## src/rtl/toy_pack.sv

```systemverilog
// Shared sizing and state encoding for the rename recovery controller.
package toy_pack;

  localparam int unsigned ARCH_ENTRY_NUM   = 32;
  localparam int unsigned PHY_REG_ID_WIDTH = 8;
  localparam int unsigned ARCH_ID_WIDTH    = $clog2(ARCH_ENTRY_NUM);

  typedef enum logic [1:0] {
    StIdle,
    StDrain,
    StRestore,
    StDone
  } recov_state_e;

endpackage

```

## src/rtl/toy_rename_restore_lane_mux.sv

```systemverilog
// Combinational indexed read of the committed int/fp mapping tables,
// one architectural entry per lane starting at idx.
module toy_rename_restore_lane_mux
  import toy_pack::*;
#(
  parameter int unsigned RESTORE_LANES = 4
) (
  input  logic [ARCH_ID_WIDTH-1:0]                         idx,
  input  logic [ARCH_ENTRY_NUM-1:0][PHY_REG_ID_WIDTH-1:0]  v_int_backup_phy_id,
  input  logic [ARCH_ENTRY_NUM-1:0][PHY_REG_ID_WIDTH-1:0]  v_fp_backup_phy_id,
  output logic [RESTORE_LANES-1:0][ARCH_ID_WIDTH-1:0]      v_lane_arch_id,
  output logic [RESTORE_LANES-1:0][PHY_REG_ID_WIDTH-1:0]   v_lane_int_phy_id,
  output logic [RESTORE_LANES-1:0][PHY_REG_ID_WIDTH-1:0]   v_lane_fp_phy_id
);

  always_comb begin
    v_lane_arch_id    = '0;
    v_lane_int_phy_id = '0;
    v_lane_fp_phy_id  = '0;
    for (int k = 0; k < int'(RESTORE_LANES); k++) begin
      // idx is always lane-aligned, so idx+k never wraps past the table end.
      v_lane_arch_id[k]    = idx + ARCH_ID_WIDTH'(k);
      v_lane_int_phy_id[k] = v_int_backup_phy_id[v_lane_arch_id[k]];
      v_lane_fp_phy_id[k]  = v_fp_backup_phy_id[v_lane_arch_id[k]];
    end
  end

endmodule

```

## src/rtl/toy_rename_recovery_ctrl.sv

```systemverilog
// Flush recovery sequencer: waits for commit to go idle, copies the committed
// rename mapping back into the speculative table, then triggers a free list rebuild.
module toy_rename_recovery_ctrl
  import toy_pack::*;
#(
  parameter int unsigned RESTORE_LANES = 4
) (
  input  logic                                            clk,
  input  logic                                            rst_n,
  input  logic                                            flush_valid,
  input  logic                                            commit_idle,
  input  logic [ARCH_ENTRY_NUM-1:0][PHY_REG_ID_WIDTH-1:0] v_int_backup_phy_id,
  input  logic [ARCH_ENTRY_NUM-1:0][PHY_REG_ID_WIDTH-1:0] v_fp_backup_phy_id,
  output logic                                            rename_stall,
  output logic [RESTORE_LANES-1:0]                        v_restore_en,
  output logic [RESTORE_LANES-1:0][ARCH_ID_WIDTH-1:0]     v_restore_arch_id,
  output logic [RESTORE_LANES-1:0][PHY_REG_ID_WIDTH-1:0]  v_restore_int_phy_id,
  output logic [RESTORE_LANES-1:0][PHY_REG_ID_WIDTH-1:0]  v_restore_fp_phy_id,
  output logic                                            free_list_rebuild,
  output logic                                            recover_done
);

  if ((ARCH_ENTRY_NUM % RESTORE_LANES) != 0) begin : gen_lane_check
    $error("ARCH_ENTRY_NUM must be a multiple of RESTORE_LANES");
  end

  localparam logic [ARCH_ID_WIDTH-1:0] LastIdx = ARCH_ID_WIDTH'(ARCH_ENTRY_NUM - RESTORE_LANES);
  localparam logic [ARCH_ID_WIDTH-1:0] IdxStep = ARCH_ID_WIDTH'(RESTORE_LANES);

  recov_state_e             state_q, state_d;
  logic [ARCH_ID_WIDTH-1:0] idx_q, idx_d;
  logic                     restore_active;

  always_ff @(posedge clk or negedge rst_n) begin
    if (!rst_n) begin
      state_q <= StIdle;
      idx_q   <= '0;
    end else begin
      state_q <= state_d;
      idx_q   <= idx_d;
    end
  end

  always_comb begin
    state_d        = state_q;
    idx_d          = idx_q;
    restore_active = 1'b0;
    case (state_q)
      StIdle: begin
        if (flush_valid) begin
          state_d = StDrain;
          idx_d   = '0;
        end
      end
      StDrain: begin
        if (flush_valid) begin
          idx_d = '0;
        end else if (commit_idle) begin
          state_d = StRestore;
        end
      end
      StRestore: begin
        if (commit_idle) begin
          restore_active = 1'b1;
          if (idx_q == LastIdx) begin
            idx_d   = '0;
            state_d = StDone;
          end else begin
            idx_d = idx_q + IdxStep;
          end
        end
        // A new flush overrides beat progress and restarts from entry 0.
        if (flush_valid) begin
          state_d = StDrain;
          idx_d   = '0;
        end
      end
      StDone: begin
        state_d = StIdle;
        if (flush_valid) begin
          state_d = StDrain;
          idx_d   = '0;
        end
      end
      default: begin
        state_d = StIdle;
        idx_d   = '0;
      end
    endcase
  end

  assign rename_stall      = (state_q != StIdle);
  assign v_restore_en      = {RESTORE_LANES{restore_active}};
  assign recover_done      = (state_q == StDone) && !flush_valid;
  assign free_list_rebuild = recover_done;

  toy_rename_restore_lane_mux #(
    .RESTORE_LANES(RESTORE_LANES)
  ) u_lane_mux (
    .idx                 (idx_q),
    .v_int_backup_phy_id (v_int_backup_phy_id),
    .v_fp_backup_phy_id  (v_fp_backup_phy_id),
    .v_lane_arch_id      (v_restore_arch_id),
    .v_lane_int_phy_id   (v_restore_int_phy_id),
    .v_lane_fp_phy_id    (v_restore_fp_phy_id)
  );

endmodule

```

## config.mk

```make
export PLATFORM = sky130hd
export DESIGN_NAME = toy_rename_recovery_ctrl
export DESIGN_NICKNAME = d
export VERILOG_FILES = /design/src/rtl/toy_pack.sv /design/src/rtl/toy_rename_restore_lane_mux.sv /design/src/rtl/toy_rename_recovery_ctrl.sv
export SDC_FILE = /design/constraint.sdc
export NUM_CORES = 1
export LEC_CHECK = 0
export ABC_AREA = 1
export CORE_AREA = 10 10 230 232
export DETAILED_ROUTE_END_ITERATION = 7
export DIE_AREA = 0 0 240 242
export PLACE_DENSITY = 0.41
export SETUP_SLACK_MARGIN = 0.05
export SYNTH_ARGS = -nofsm -noshare
export SYNTH_HDL_FRONTEND = slang
export SYNTH_SLANG_ARGS = --single-unit
```

## constraint.sdc

```tcl
create_clock -name clk -period 2 [get_ports clk]
set_input_delay 0.3 -clock clk [delete_from_list [all_inputs] [get_ports clk]]
set_output_delay 0.3 -clock clk [all_outputs]
set_load 0.01 [all_outputs]
```

Yosys cells after proc, flatten, opt, wreduce, memory -nomap -nowiden
Cells that the tools add are included.

Word-level logic and storage cells: 58. Bits in latches: 0. ROM bits: 0. Memory bits (writable): 0. Memories kept: 0. Output and inout bits: 91. Register bits after elaboration: 7. Bits of input ports: 516.

Bitwise gates (word level): 0. Muxes and demuxes: 31. Eq/ne operators: 10. $add $sub $neg: 4. $lt $le $gt $ge: 4. Shift-type cells: 0. Multiply operators: 0. Div/mod/pow operators: 0. Reductions and logical operators: 7.

Operators with widths (count): binary-select mux 8 bit (select 5 bit) (8); two-way mux 8 bit (8); less-than comparator 5 x 6 -> 1 bit, second input constant (4); two-way mux 5 bit (4); two-way mux 2 bit (6); adder 5 x 2 -> 5 bit, second input constant (2); one-hot mux 5 bit (2 select lines) (1); one-hot mux 2 bit (4 select lines) (1); != test 2 bit, second input constant (3); != test 3 bit, second input constant (2); adder 5 x 1 -> 5 bit, second input constant (1); adder 5 x 3 -> 5 bit, second input constant (1); == test 5 bit, second input constant (1); AND reduction 5 bit (1); == test 2 bit, second input constant (2); two-way mux 1 bit (3); OR reduction 3 bit (1); == test 2 x 1 -> 1 bit, second input constant (1); zero test 2 bit (1); != test 2 x 1 -> 1 bit, second input constant (1); AND reduction 2 bit (1); nonzero test 2 bit (1); logical AND 1 bit (1); zero test 1 bit (1).

Depth between registers and ports, before layout
Gate-level depths: netlist of run 1.

Depth in word-level cells: 5. Depth in mapped cells: 10. Depth with buffers taken out: 8.

Modules after synthesis
From an unflattened synthesis of run 1, not the netlist that was laid out.

Cell total of the unflattened synthesis: 3597. Area, all modules: 16101.7 µm².

Modules (own cells, without submodules): toy_rename_restore_lane_mux (instances 1, area each 15721.3 µm², seq. area each 0.0 µm², cells an instance 3541); toy_rename_recovery_ctrl (instances 1, area each 380.4 µm², seq. area each 125.1 µm², cells an instance 56).

Worst setup path before layout of run 1
No wires, ideal clock.

Kind: register -> output. Start: register idx_q[2]. End: output v_restore_fp_phy_id[17] in the netlist's numbering. Stages on the path, launching flop included: 11. Path slack: 0.293 ns. Required time: 1.700 ns. Buffers on the path: 3. Arrival time: 1.407 ns. Path through: dfrtp_1 > buf_6 > inv_2 > buf_4 > buf_2 > nand2_1 > nand2_1 > nand2_1 > o21ai_0 > nand2_1 > nand2_1.

RTL lines: from (decl) (line toy_rename_recovery_ctrl.sv:31) `logic [ARCH_ID_WIDTH-1:0] idx_q, idx_d;`; from (signal assigned) (line toy_rename_recovery_ctrl.sv:40) `idx_q <= idx_d;`; to (decl) (line toy_rename_recovery_ctrl.sv:18) `output logic [RESTORE_LANES-1:0][PHY_REG_ID_WIDTH-1:0] v_restore_fp_phy_id,`.

==> results of run 1 <==
per-layer routing:
layer  track usage  wire (um)  up-vias
li1              -          -     5240
met1        0.1849      21440     4888
met2        0.2966      26890      434
met3       0.04902       4635       34
met4       0.02196        722        2
met5             0         13        -
Yosys cell counts:
| cell type | number | area (um^2) |
|---|---|---|
| sky130_fd_sc_hd__ha_1 | 2 | 25.02 |
| sky130_fd_sc_hd__buf_6 | 6 | 67.56 |
| sky130_fd_sc_hd__conb_1 | 2 | 7.510 |
| sky130_fd_sc_hd__clkbuf_1 | 58 | 217.7 |
| sky130_fd_sc_hd__nand2_1 | 718 | 2695 |
| sky130_fd_sc_hd__inv_1 | 9 | 33.78 |
| sky130_fd_sc_hd__nor2_1 | 131 | 491.7 |
| sky130_fd_sc_hd__a21oi_1 | 1 | 5.000 |
| sky130_fd_sc_hd__o21ai_0 | 175 | 875.8 |
| sky130_fd_sc_hd__nor3_1 | 2 | 10.01 |
| sky130_fd_sc_hd__buf_8 | 1 | 15.01 |
| sky130_fd_sc_hd__buf_2 | 29 | 145.1 |
| sky130_fd_sc_hd__inv_2 | 1 | 3.750 |
| sky130_fd_sc_hd__nand3_1 | 5 | 25.02 |
| sky130_fd_sc_hd__nand4_1 | 2 | 12.51 |
| sky130_fd_sc_hd__o21ai_1 | 86 | 430.4 |
| sky130_fd_sc_hd__dfrtp_1 | 5 | 125.1 |
| sky130_fd_sc_hd__buf_4 | 27 | 202.7 |
cell usage in the layout, fill, tap and decap left out, types with 2 or more instances in the layout:
cell	count
sky130_fd_sc_hd__nand2_1	555
sky130_fd_sc_hd__clkdlybuf4s50_1	526
sky130_fd_sc_hd__nand2_2	134
sky130_fd_sc_hd__o21ai_1	133
sky130_fd_sc_hd__nor2_1	96
sky130_fd_sc_hd__o21ai_0	89
sky130_fd_sc_hd__buf_6	71
sky130_fd_sc_hd__buf_4	56
sky130_fd_sc_hd__o21ai_2	36
sky130_fd_sc_hd__buf_12	31
sky130_fd_sc_hd__nand2_4	29
sky130_fd_sc_hd__nor2_2	24
sky130_fd_sc_hd__clkbuf_16	22
sky130_fd_sc_hd__buf_8	20
sky130_fd_sc_hd__buf_2	14
sky130_fd_sc_hd__nor2_4	11
sky130_fd_sc_hd__buf_16	10
sky130_fd_sc_hd__conb_1	8
sky130_fd_sc_hd__dlygate4sd2_1	7
sky130_fd_sc_hd__inv_1	6
sky130_fd_sc_hd__nand3_1	4
sky130_fd_sc_hd__diode_2	3
sky130_fd_sc_hd__o21ai_4	3
sky130_fd_sc_hd__clkinv_16	3
sky130_fd_sc_hd__dfrtp_4	3
sky130_fd_sc_hd__nand4_1	2
sky130_fd_sc_hd__clkinv_2	2
sky130_fd_sc_hd__bufbuf_16	2
stage by stage:
stage / hold slack, ps / setup WS (ps) / utilization / setup TNS [ps]
after CTS: 306.2 / -188.4 / 0.2836 / -7856
after detailed placement: 546.9 / -365.5 / 0.2569 / -17170
final: 305.4 / -152.3 / 0.3097 / -4464
after global routing: 318.3 / -237.4 / 0.3097 / -9872
after floorplan: 4.409 / 293.0 / - / 0
after global placement: 546.3 / -359.5 / 0.2569 / -17090
worst max-delay path by stage:
stage,endpoint,slack [ps],start,depth (start not counted)
2_1_floorplan,v_restore_fp_phy_id[17],290,idx_q[2],10
3_3_place_gp,v_restore_fp_phy_id[1],-360,idx_q[2],7
3_5_place_dp,v_restore_fp_phy_id[26],-370,idx_q[2],8
4_1_cts,v_restore_int_phy_id[13],-190,idx_q[2],12
5_1_grt,v_restore_fp_phy_id[22],-240,idx_q[2],11
6_report,v_restore_fp_phy_id[5],-150,idx_q[2],10
cell type report:
type | count | area, um^2 | area share
timing repair inverter | 2 | 60.06 | 0.004003
tap | 622 | 778.2 | 0.05187
sequential | 5 | 137.6 | 0.009173
timing repair buffer | 757 | 8358 | 0.5570
multi-input combinational | 1130 | 5505 | 0.3669
antenna | 3 | 7.507 | 0.0005003
clock buffer | 3 | 75.07 | 0.005003
inverter | 10 | 77.57 | 0.005170
clock inverter | 1 | 5.005 | 0.0003336
worst reg2reg max path: stages (launching register included):
cell and delay, ps:
sky130_fd_sc_hd__dfrtp_4 530, sky130_fd_sc_hd__buf_12 190, sky130_fd_sc_hd__buf_16 170, sky130_fd_sc_hd__buf_8 150
sky130_fd_sc_hd__ha_2 190, sky130_fd_sc_hd__ha_4 180, sky130_fd_sc_hd__a21oi_2 140, sky130_fd_sc_hd__nand2_1 90
sky130_fd_sc_hd__nand4_1 80, sky130_fd_sc_hd__nand2_1 60
registers in the layout, summed over array words and instances, names as in the netlist:
signal / cells
state_q: 2
idx_q: 3
power groups by stage:
stage	combinational [uW]	clock (uW)	sequential (uW)
finish	5400	329	161
global route	5830	340	163
CTS	4770	334	151
detailed placement	3860	0	156
global placement	3860	0	153
floorplan	1660	0	145
cells by family (layout without fill, tap and decap cells):
family | count (synthesis) | after routing
AO/OA/AOI/OAI | 262 | 262
adder cells (fa/ha/maj) | 2 | 2
buffers and inverters | 131 | 773
flip-flops | 5 | 5
other | 2 | 11
AND/OR/NAND/NOR | 858 | 858
what timing repair did:
action                                  4_1_cts  5_1_grt
buffers inserted                             27       19
cloned                                       16       20
endpoints found under the setup margin       82       73
hold endpoints to repair                      0        0
pin swaps                                    71       71
resized for setup                           531      294
==> impl_summary.txt, run 1 <==
----------------------------------------------------
[Setup path]
  Data arrival time of the worst path ... around 1900 ps
  R2R cell count ... 9
  Setup Crit Path Kind ... reg -> out
  Chain of cells forming the critical path ... buf_12, clkinv_16, buf_12, buf_12, buf_8, nor2_1, o21ai_1, nand2_1, nand2_2, buf_6
  Setup slack of the worst register-to-register path ... around 100 ps
  Capture point of the worst reg-to-reg path ... state_q[0]
  Required time of the critical path ... about 1700 ps
  Buffer and inverter count on the worst path ... 6
  Maximum fanout along the worst path ... 6
  Worst R2R Start ... idx_q[2]
  CP top delay family ... buffers and inverters
  Most prevalent standard cell on the critical path ... sky130_fd_sc_hd__buf_12
  Critical Path Source Type ... flip-flop
  Slowest cell on crit path ... sky130_fd_sc_hd__dfrtp_4
  CP max stage delay ... ~480 ps
  Critical Path End Type ... output port

[Timing]
  Worst Setup Slack, final ... -152.3 ps
  Clock skew ... ~3.6 ps
  Final clock period utilization by the worst path ... 1.076
  Shortest clock period the worst path allows after layout ... ~2200 ps
  Final Hold Fails ... 0
  Setup repair after global routing missed its margin ... true
  Max-slew violations ... 0
  Count of endpoints failing setup in the final report ... 62
  Highest Clock Rate ... roughly 0.46 GHz

[Clocking]
  Total clock buffers created by CTS ... 3
  Clk root buf ... sky130_fd_sc_hd__clkbuf_16
  Clk Latency, worst-skew pair ... between 200 and 250 ps
  Clock tree from TritonCTS ... built
  H-tree Lvls ... 1
  Num Clock Sinks ... 5
  Clock slew at the register clock pins of the worst setup and hold paths ... approximately 40 ps
  Post-CTS Hold Buffers ... 0
  Clock buffer depth ... 2

[Placed design]
  Number of port buffers ... between 500 and 600
  Post-DP Area ... 12440 um^2
  Routability-driven placement congestion ratio ... ~0.87
  Post-detailed-placement half-perimeter wirelength ... between 30000 and 40000 um
  Number of cells in the design after placement ... ~2500

[Route]
  Per-cell routed wire length ... between 20 and 25 um
  Final routed wirelength across all metal layers ... between 50000 and 60000 um
  Final routed DRC violation total ... 0
  1st-iter DRT viols ... roughly 390
  Total number of vias ... 10600
  Antenna-violating nets left ... 0
  TritonRoute pass-1 iters ... 4
  Routed vias/inst ... ~4.2

[GRT]
  Global-route wire length before repair ... a little over 70000 um
  Initial antenna violation count ... 4
  Number of global-route vias before repair ... ~11000
  Largest net degree at the start of global routing ... 47
  Remaining Overflow, GRT ... 0
  Global-route usage over all layers ... 0.1624

[Finish]
  Number of inserted filler cells in the final layout ... approximately 5400
  Final instance count without filler cells ... 2533
  Layout overhead on the synthesized area ... 178.4%
  Post-layout instance area ... between 15000 and 20000 um^2
  Post-layout net count ... ~2400
  Share of layout cells above drive strength 1 ... 0.2521

[Logic synthesis]
  Synthesized-area fraction occupied by ao, oa, aoi and oai cells ... 0.2433
  Post-Synth XOR/XNOR Area ... 0
  Number of synthesized register bits ... 5
  Share of the yosys chip area belonging to registers ... 0.02322
  Combinational family with the most area after synthesis ... simple AND/OR/NAND/NOR gates
  Post-synthesis adder-cell area fraction ... 0.004644
  Avg Synthesized Cell Area ... 4.277 um^2
  Simple-Gate Fraction of Synth Area ... 0.6002
  Warning count from the yosys run ... 0
  Synth Instances ... approximately 1300
  Total standard cell area after synthesis ... approximately 5400 um^2
  Mux cell area share after synthesis ... 0
  Distinct cell type count of the synthesized netlist ... 18

[Run status]
  Violations in the final reports ... setup timing
  Result of the run ... finished, violations left

[Power and ir drop]
  Switching Share ... 0.4326
  Part of the power in combinational logic ... 0.917
  Net Switching ... approximately 2500 uW
  Leakage component of the power ... roughly 0.0065 uW
  Power share of the sequential group ... 0.027
  Part of the total power dissipated in the clock network ... 0.056
  Worst voltage drop across the vdd grid ... around 0.22 mV
  Power density over cell area ... 392.7 nW/um^2
  Internal Dissipation ... about 3300 uW
  Total power of the final layout ... around 5900 uW

[Floorplan]
  Area enclosed by the die boundary ... between 50000 and 60000 um^2
  Initial Utilization ... 0.1112
  Core Rows ... 81
  Placeable Area ... 48440 um^2
  Die span in x ... approximately 240 um
  Count of pins on the block boundary ... around 610
  Overall die height ... 242 um

[Flow run]
  Max capacitance violation total ... 0

[Min path]
  Kind of path behind the tightest hold check ... in -> async

----------------------------------------------------
No activity file was read; power rests on OpenSTA's default activity.
==> run 2, diff against run 1 <==
--- a/config.mk
+++ b/config.mk
@@ -6,10 +6,13 @@
 export NUM_CORES = 1
 export LEC_CHECK = 0
 export ABC_AREA = 1
-export CORE_AREA = 10 10 230 232
+export CELL_PAD_IN_SITES_DETAIL_PLACEMENT = 0
+export CELL_PAD_IN_SITES_GLOBAL_PLACEMENT = 2
+export CORE_ASPECT_RATIO = 1.25
+export CORE_MARGIN = 10
+export CORE_UTILIZATION = 10
 export DETAILED_ROUTE_END_ITERATION = 7
-export DIE_AREA = 0 0 240 242
-export PLACE_DENSITY = 0.41
+export PLACE_DENSITY = 0.81
 export SETUP_SLACK_MARGIN = 0.05
 export SYNTH_ARGS = -nofsm -noshare
 export SYNTH_HDL_FRONTEND = slang
==> run 2 against run 1 <==
Compared with the run above: the flow still finishes with violations (setup timing); sequential power decreased by 8%; setup slack worse by 81 ps; flip-flop and latch count did not move; utilization fell by 3.3 points; highest routed layer unchanged; die area up 9.6%.
==> impl_summary.txt, run 2 (synthesis gave the netlist of run 1 again) <==
----------------------------------------------------
[Run status]
  Result of the run ... finished, violations left
  Violations in the final reports ... setup timing

[Clocking]
  Clock buffer depth ... 2
  Clock slew at the register clock pins of the worst setup and hold paths ... around 40 ps
  Clock tree from TritonCTS ... built
  Clk Latency, worst-skew pair ... between 200 and 250 ps
  Post-CTS Hold Buffers ... 0
  Clk root buf ... sky130_fd_sc_hd__clkbuf_16
  H-tree Lvls ... 1
  Total clock buffers created by CTS ... 3
  Num Clock Sinks ... 5

[Power and ir drop]
  Worst voltage drop across the vdd grid ... 0.1943 mV
  Power density over cell area ... about 400 nW/um^2
  Total power of the final layout ... about 5900 uW
  Leakage component of the power ... between 0.006 and 0.007 uW

[Timing]
  Accumulated negative setup slack ... -8375 ps
  Final clock period utilization by the worst path ... 1.116
  Max-slew violations ... 0
  Final Hold Fails ... 0
  Count of endpoints failing setup in the final report ... between 60 and 70
  Worst Setup Slack, final ... -232.9 ps
  Shortest clock period the worst path allows after layout ... roughly 2200 ps
  Clock skew ... about 3.2 ps
  Setup repair after global routing missed its margin ... true
  Highest Clock Rate ... 0.4479 GHz

[Finish]
  Top register by number of flip-flops ... idx_q
  Layout overhead on the synthesized area ... 175.6%
  Largest regs ... idx_q: 3 flops, state_q: 2 flops
  Max reg flops ... 3
  Most common library cell in the layout ignoring fill and taps ... sky130_fd_sc_hd__nand2_1
  Post-layout net count ... 2423
  Share of layout cells above drive strength 1 ... 0.2001
  Post-layout instance area ... 14850 um^2
  Most used cells in the layout excluding fill and tap cells ... 613 x sky130_fd_sc_hd__nand2_1, 521 x sky130_fd_sc_hd__clkdlybuf4s50_1, 132 x sky130_fd_sc_hd__o21ai_1
  Number of inserted filler cells in the final layout ... between 6000 and 7000

[GRT]
  Number of global-route vias before repair ... 11180
  Initial antenna violation count ... 2
  Global-route wire length before repair ... ~76000 um
  Largest net degree at the start of global routing ... 49
  Global-route usage over all layers ... 0.1600
  Remaining Overflow, GRT ... 0

[Route]
  Routed vias/inst ... 4.049
  Final routed wirelength across all metal layers ... approximately 55000 um
  TritonRoute pass-1 iters ... 5
  Antenna-violating nets left ... 0
  1st-iter DRT viols ... around 540
  Total number of vias ... approximately 11000
  Final routed DRC violation total ... 0
  Per-cell routed wire length ... approximately 21 um

[Setup path]
  Maximum fanout along the worst path ... 8
  Critical Path End Type ... output port
  Slowest cell on crit path ... sky130_fd_sc_hd__dfrtp_4
  Most prevalent standard cell on the critical path ... sky130_fd_sc_hd__nand2_1
  Chain of cells forming the critical path ... buf_12, buf_16, buf_12, buf_16, nand2_2, nand2_1, nand2_1, o21ai_1, nand2_1, nand2_1, buf_6
  R2R cell count ... 12
  CP top delay family ... buffers and inverters
  Buffer and inverter count on the worst path ... 5
  Critical Path Source Type ... flip-flop
  Setup Crit Path Kind ... reg -> out
  Data arrival time of the worst path ... around 1900 ps
  Required time of the critical path ... about 1700 ps
  CP max stage delay ... between 400 and 500 ps
  Cell depth of the worst setup path ... 11

[Placed design]
  Routability-driven placement congestion ratio ... ~0.93
  Post-DP Area ... around 12000 um^2
  Post-detailed-placement half-perimeter wirelength ... roughly 40000 um
  Number of port buffers ... 598

[Min path]
  Kind of path behind the tightest hold check ... in -> async

[Floorplan]
  Initial Utilization ... 0.1005
  Count of pins on the block boundary ... 607
  Core Rows ... 95
  Area enclosed by the die boundary ... between 60000 and 70000 um^2
  Die span in x ... 227.6 um
  Overall die height ... roughly 280 um
  Placeable Area ... 53610 um^2

[Flow run]
  Max capacitance violation total ... 0

----------------------------------------------------
run 2: cell type report:
cell class                      count  area [um^2]  area share
Multi-Input combinational cell   1130         5094      0.3430
Timing Repair inverter              3        70.07    0.004718
Tap cell                          727        909.6     0.06125
Timing Repair Buffer              752         8502      0.5725
Antenna cell                        1        2.502   0.0001685
Clock buffer                        4        78.83    0.005308
Inverter                           10        58.81    0.003960
Sequential cell                     5        136.4    0.009183
run 2: final timing paths:
kind                       startpoint                  endpoint  slack [ps]
hold reg to reg            state_q[1]                state_q[1]         620
hold / removal                  rst_n                state_q[1]         300
min in group clk           state_q[1]                state_q[1]         620
setup reg to reg             idx_q[2]                state_q[1]          40
setup / recovery             idx_q[2]  v_restore_int_phy_id[14]        -230
max in group asynchronous       rst_n                  idx_q[2]        1460
run 2: power by group:
group          internal, uW  total, uW  switching [uW]  leakage, uW
Sequential              124        148            24.6    0.0000608
Clock                   265        338            72.7    0.0000382
Combinational          3040       5440            2400      0.00647
run 2: what timing repair did:
item / 4_1_cts / 5_1_grt
cloned: 36 / 3
endpoints found under the setup margin: 81 / 72
setup buffers: 41 / 6
pin swaps: 78 / 32
gates resized for setup: 563 / 97
run 2: routing by layer:
metal / GRT usage / up-vias / share of wire
met4: 0.03303 / 2 / 0.021
li1: - / 5242 / -
met2: 0.2900 / 505 / 0.50
met1: 0.1836 / 4862 / 0.39
met5: 0 / - / 0.00024
met3: 0.04123 / 46 / 0.088
run 2: per-stage QoR:
step | hold WS (ps) | utilization | setup slack, ps | std cells
2_1_floorplan | 4.409 | - | 293.0 | 1266
3_3_place_gp | 559.9 | 0.2325 | -402.6 | 2543
3_5_place_dp | 556.6 | 0.2325 | -417.4 | 2543
4_1_cts | 316.6 | 0.2703 | -226.7 | 2623
5_1_grt | 320.9 | 0.2770 | -315.3 | 2632
6_report | 304.5 | 0.2770 | -232.9 | 2632
==> run 3, diff against run 2 <==
--- a/config.mk
+++ b/config.mk
@@ -12,6 +12,7 @@
 export CORE_MARGIN = 10
 export CORE_UTILIZATION = 10
 export DETAILED_ROUTE_END_ITERATION = 7
+export GPL_TIMING_DRIVEN = 0
 export PLACE_DENSITY = 0.81
 export SETUP_SLACK_MARGIN = 0.05
 export SYNTH_ARGS = -nofsm -noshare
==> run 3 against run 2 <==
Compared with the run above: the run still ends with setup timing left; sequential power up 5%; total power up 7.1%; clock-buffer cell count unchanged; critical endpoint is now v_restore_int_phy_id[29].
==> impl_summary.txt, run 3 (synthesis gave the netlist of run 1 again) <==
----------------------------------------------------
[Run status]
  Result of the run ... finished, violations left
  Violations in the final reports ... setup timing

[Finish]
  Sequential cell area in the final layout ... about 130 um^2
  Post-layout instance area ... ~15000 um^2
  Post-layout net count ... 2441
  Most used cells in the layout excluding fill and tap cells ... 527 x sky130_fd_sc_hd__clkdlybuf4s50_1, 524 x sky130_fd_sc_hd__nand2_1, 149 x sky130_fd_sc_hd__nand2_2
  Number of inserted filler cells in the final layout ... around 6000
  Largest regs ... idx_q: 3 flops, state_q: 2 flops
  Area occupied by multi-input gates ... 5650 um^2
  Layout overhead on the synthesized area ... 183.3%
  Top register by number of flip-flops ... idx_q
  Share of layout cells above drive strength 1 ... 0.2690
  Post-route core utilization ... 0.2848
  Max reg flops ... 3
  Most common library cell in the layout ignoring fill and taps ... sky130_fd_sc_hd__clkdlybuf4s50_1

[GRT]
  Remaining Overflow, GRT ... 0
  Number of global-route vias before repair ... approximately 11000
  Global-route usage over all layers ... 0.1764
  Global-route wire length before repair ... between 80000 and 90000 um
  Largest net degree at the start of global routing ... 11
  Initial antenna violation count ... 1

[Floorplan]
  Count of pins on the block boundary ... around 610
  Core Rows ... 95
  Placeable Area ... about 54000 um^2
  Initial Utilization ... 0.1005
  Area enclosed by the die boundary ... between 60000 and 70000 um^2
  Overall die height ... approximately 280 um
  Die span in x ... approximately 230 um

[Setup path]
  Maximum fanout along the worst path ... 8
  Data arrival time of the worst path ... between 1500 and 2000 ps
  Required time of the critical path ... ~1700 ps
  Critical Path End Type ... output port
  Worst R2R Start ... idx_q[2]
  Setup slack of the worst register-to-register path ... approximately 320 ps
  Critical Path Source Type ... flip-flop
  R2R cell count ... 6
  Setup Crit Path Kind ... reg -> out
  Critical Path Source ... idx_q[2]
  Capture point of the worst reg-to-reg path ... idx_q[2]

[Min path]
  Kind of path behind the tightest hold check ... in -> async

[Timing]
  Highest Clock Rate ... roughly 0.44 GHz
  Worst relative slew slack ... 0.5070
  Worst slew pin tran ... 739.5 ps
  Worst Setup Slack, final ... -256.1 ps
  Final Hold Fails ... 0
  Shortest clock period the worst path allows after layout ... roughly 2300 ps
  Max-slew violations ... 0
  Clock skew ... approximately 1.5 ps
  Post-Route Hold Slack ... 296.2 ps
  Final clock period utilization by the worst path ... 1.128
  Count of endpoints failing setup in the final report ... 64
  Setup repair after global routing missed its margin ... true

[Clocking]
  Clock slew at the register clock pins of the worst setup and hold paths ... roughly 30 ps
  Clock tree from TritonCTS ... built
  Clk Latency, worst-skew pair ... ~230 ps
  Clk root buf ... sky130_fd_sc_hd__clkbuf_16
  Num Clock Sinks ... 5
  Clock buffer depth ... 2
  H-tree Lvls ... 1
  Total clock buffers created by CTS ... 3

[Placed design]
  Routability-driven placement congestion ratio ... roughly 0.92
  Post-detailed-placement half-perimeter wirelength ... around 48000 um
  Post-DP Area ... between 10000 and 15000 um^2
  Number of port buffers ... 597
  Minimum setup slack after placement ... -1658 ps

[Power and ir drop]
  Worst voltage drop across the vdd grid ... 0.2179 mV
  Leakage component of the power ... between 0.006 and 0.007 uW
  Power density over cell area ... 415.6 nW/um^2

[Route]
  1st-iter DRT viols ... a little over 500
  Routed vias/inst ... 4.080
  Per-cell routed wire length ... 23.36 um
  TritonRoute pass-1 iters ... 5
  Antenna-violating nets left ... 0
  Final routed wirelength across all metal layers ... 61940 um
  Total number of vias ... approximately 11000
  Final routed DRC violation total ... 0

[Flow run]
  Max capacitance violation total ... 0

----------------------------------------------------
==> run 3: cell type report <==
type / count / share of cell area
plain buffers: 116 / 0.08483
well taps: 727 / 0.05959
diodes: 2 / 0.0003278
clock buffers: 4 / 0.005164
repair buffers: 657 / 0.4672
inverters: 10 / 0.004180
flip-flops and latches: 5 / 0.008606
multi-input cells: 1130 / 0.3701
==> run 3: per-layer routing <==
layer	track usage	routed length (um)	up-vias
met5	0	0	-
met4	0.04808	1426	0
met3	0.04217	4538	38
met2	0.3261	32040	456
met1	0.1948	23930	5050
li1	-	-	5273
==> run 3: through the flow <==
stage / power (uW) / cells / TNS, ps
final: 6344 / 2651 / -12500
after global routing: 6758 / 2650 / -17640
after CTS: 5829 / 2638 / -25000
after detailed placement: 4198 / 2590 / -94910
after global placement: 4221 / 2590 / -97930
after floorplan: 1806 / 1266 / 0
==> run 3: critical path, cell delays in order (launching register included) <==
cell and delay, ps:
sky130_fd_sc_hd__dfrtp_4 520, sky130_fd_sc_hd__buf_12 180, sky130_fd_sc_hd__clkinv_16 90, sky130_fd_sc_hd__buf_8 120
sky130_fd_sc_hd__clkbuf_16 160, sky130_fd_sc_hd__buf_12 130, sky130_fd_sc_hd__nor2_4 30, sky130_fd_sc_hd__o21ai_2 160
sky130_fd_sc_hd__nand2_1 100, sky130_fd_sc_hd__nand2_2 100, sky130_fd_sc_hd__buf_6 110
==> run 3: repair_timing <==
action | CTS | global route
hold endpoints to repair | 0 | 0
resized for setup | 684 | 337
pin swaps | 51 | 128
buffers inserted | 26 | 7
endpoints found under the setup margin | 76 | 69
hold buffers | 0 | 0
cloned | 19 | 16
==> run 3: how the worst max path moves through the flow <==
stage / to / slack (ps)
finish: v_restore_int_phy_id[29] / -260
global route: v_restore_int_phy_id[18] / -320
CTS: v_restore_fp_phy_id[7] / -460
detailed placement: v_restore_int_phy_id[29] / -1660
global placement: v_restore_int_phy_id[11] / -1690
floorplan: v_restore_fp_phy_id[17] / 290
==> run 3: power by group <==
| part | switching, uW | total (uW) | internal [uW] |
|---|---|---|---|
| Sequential | 28.9 | 155 | 126 |
| Clock | 70.3 | 335 | 265 |
| Combinational | 2750 | 5850 | 3110 |
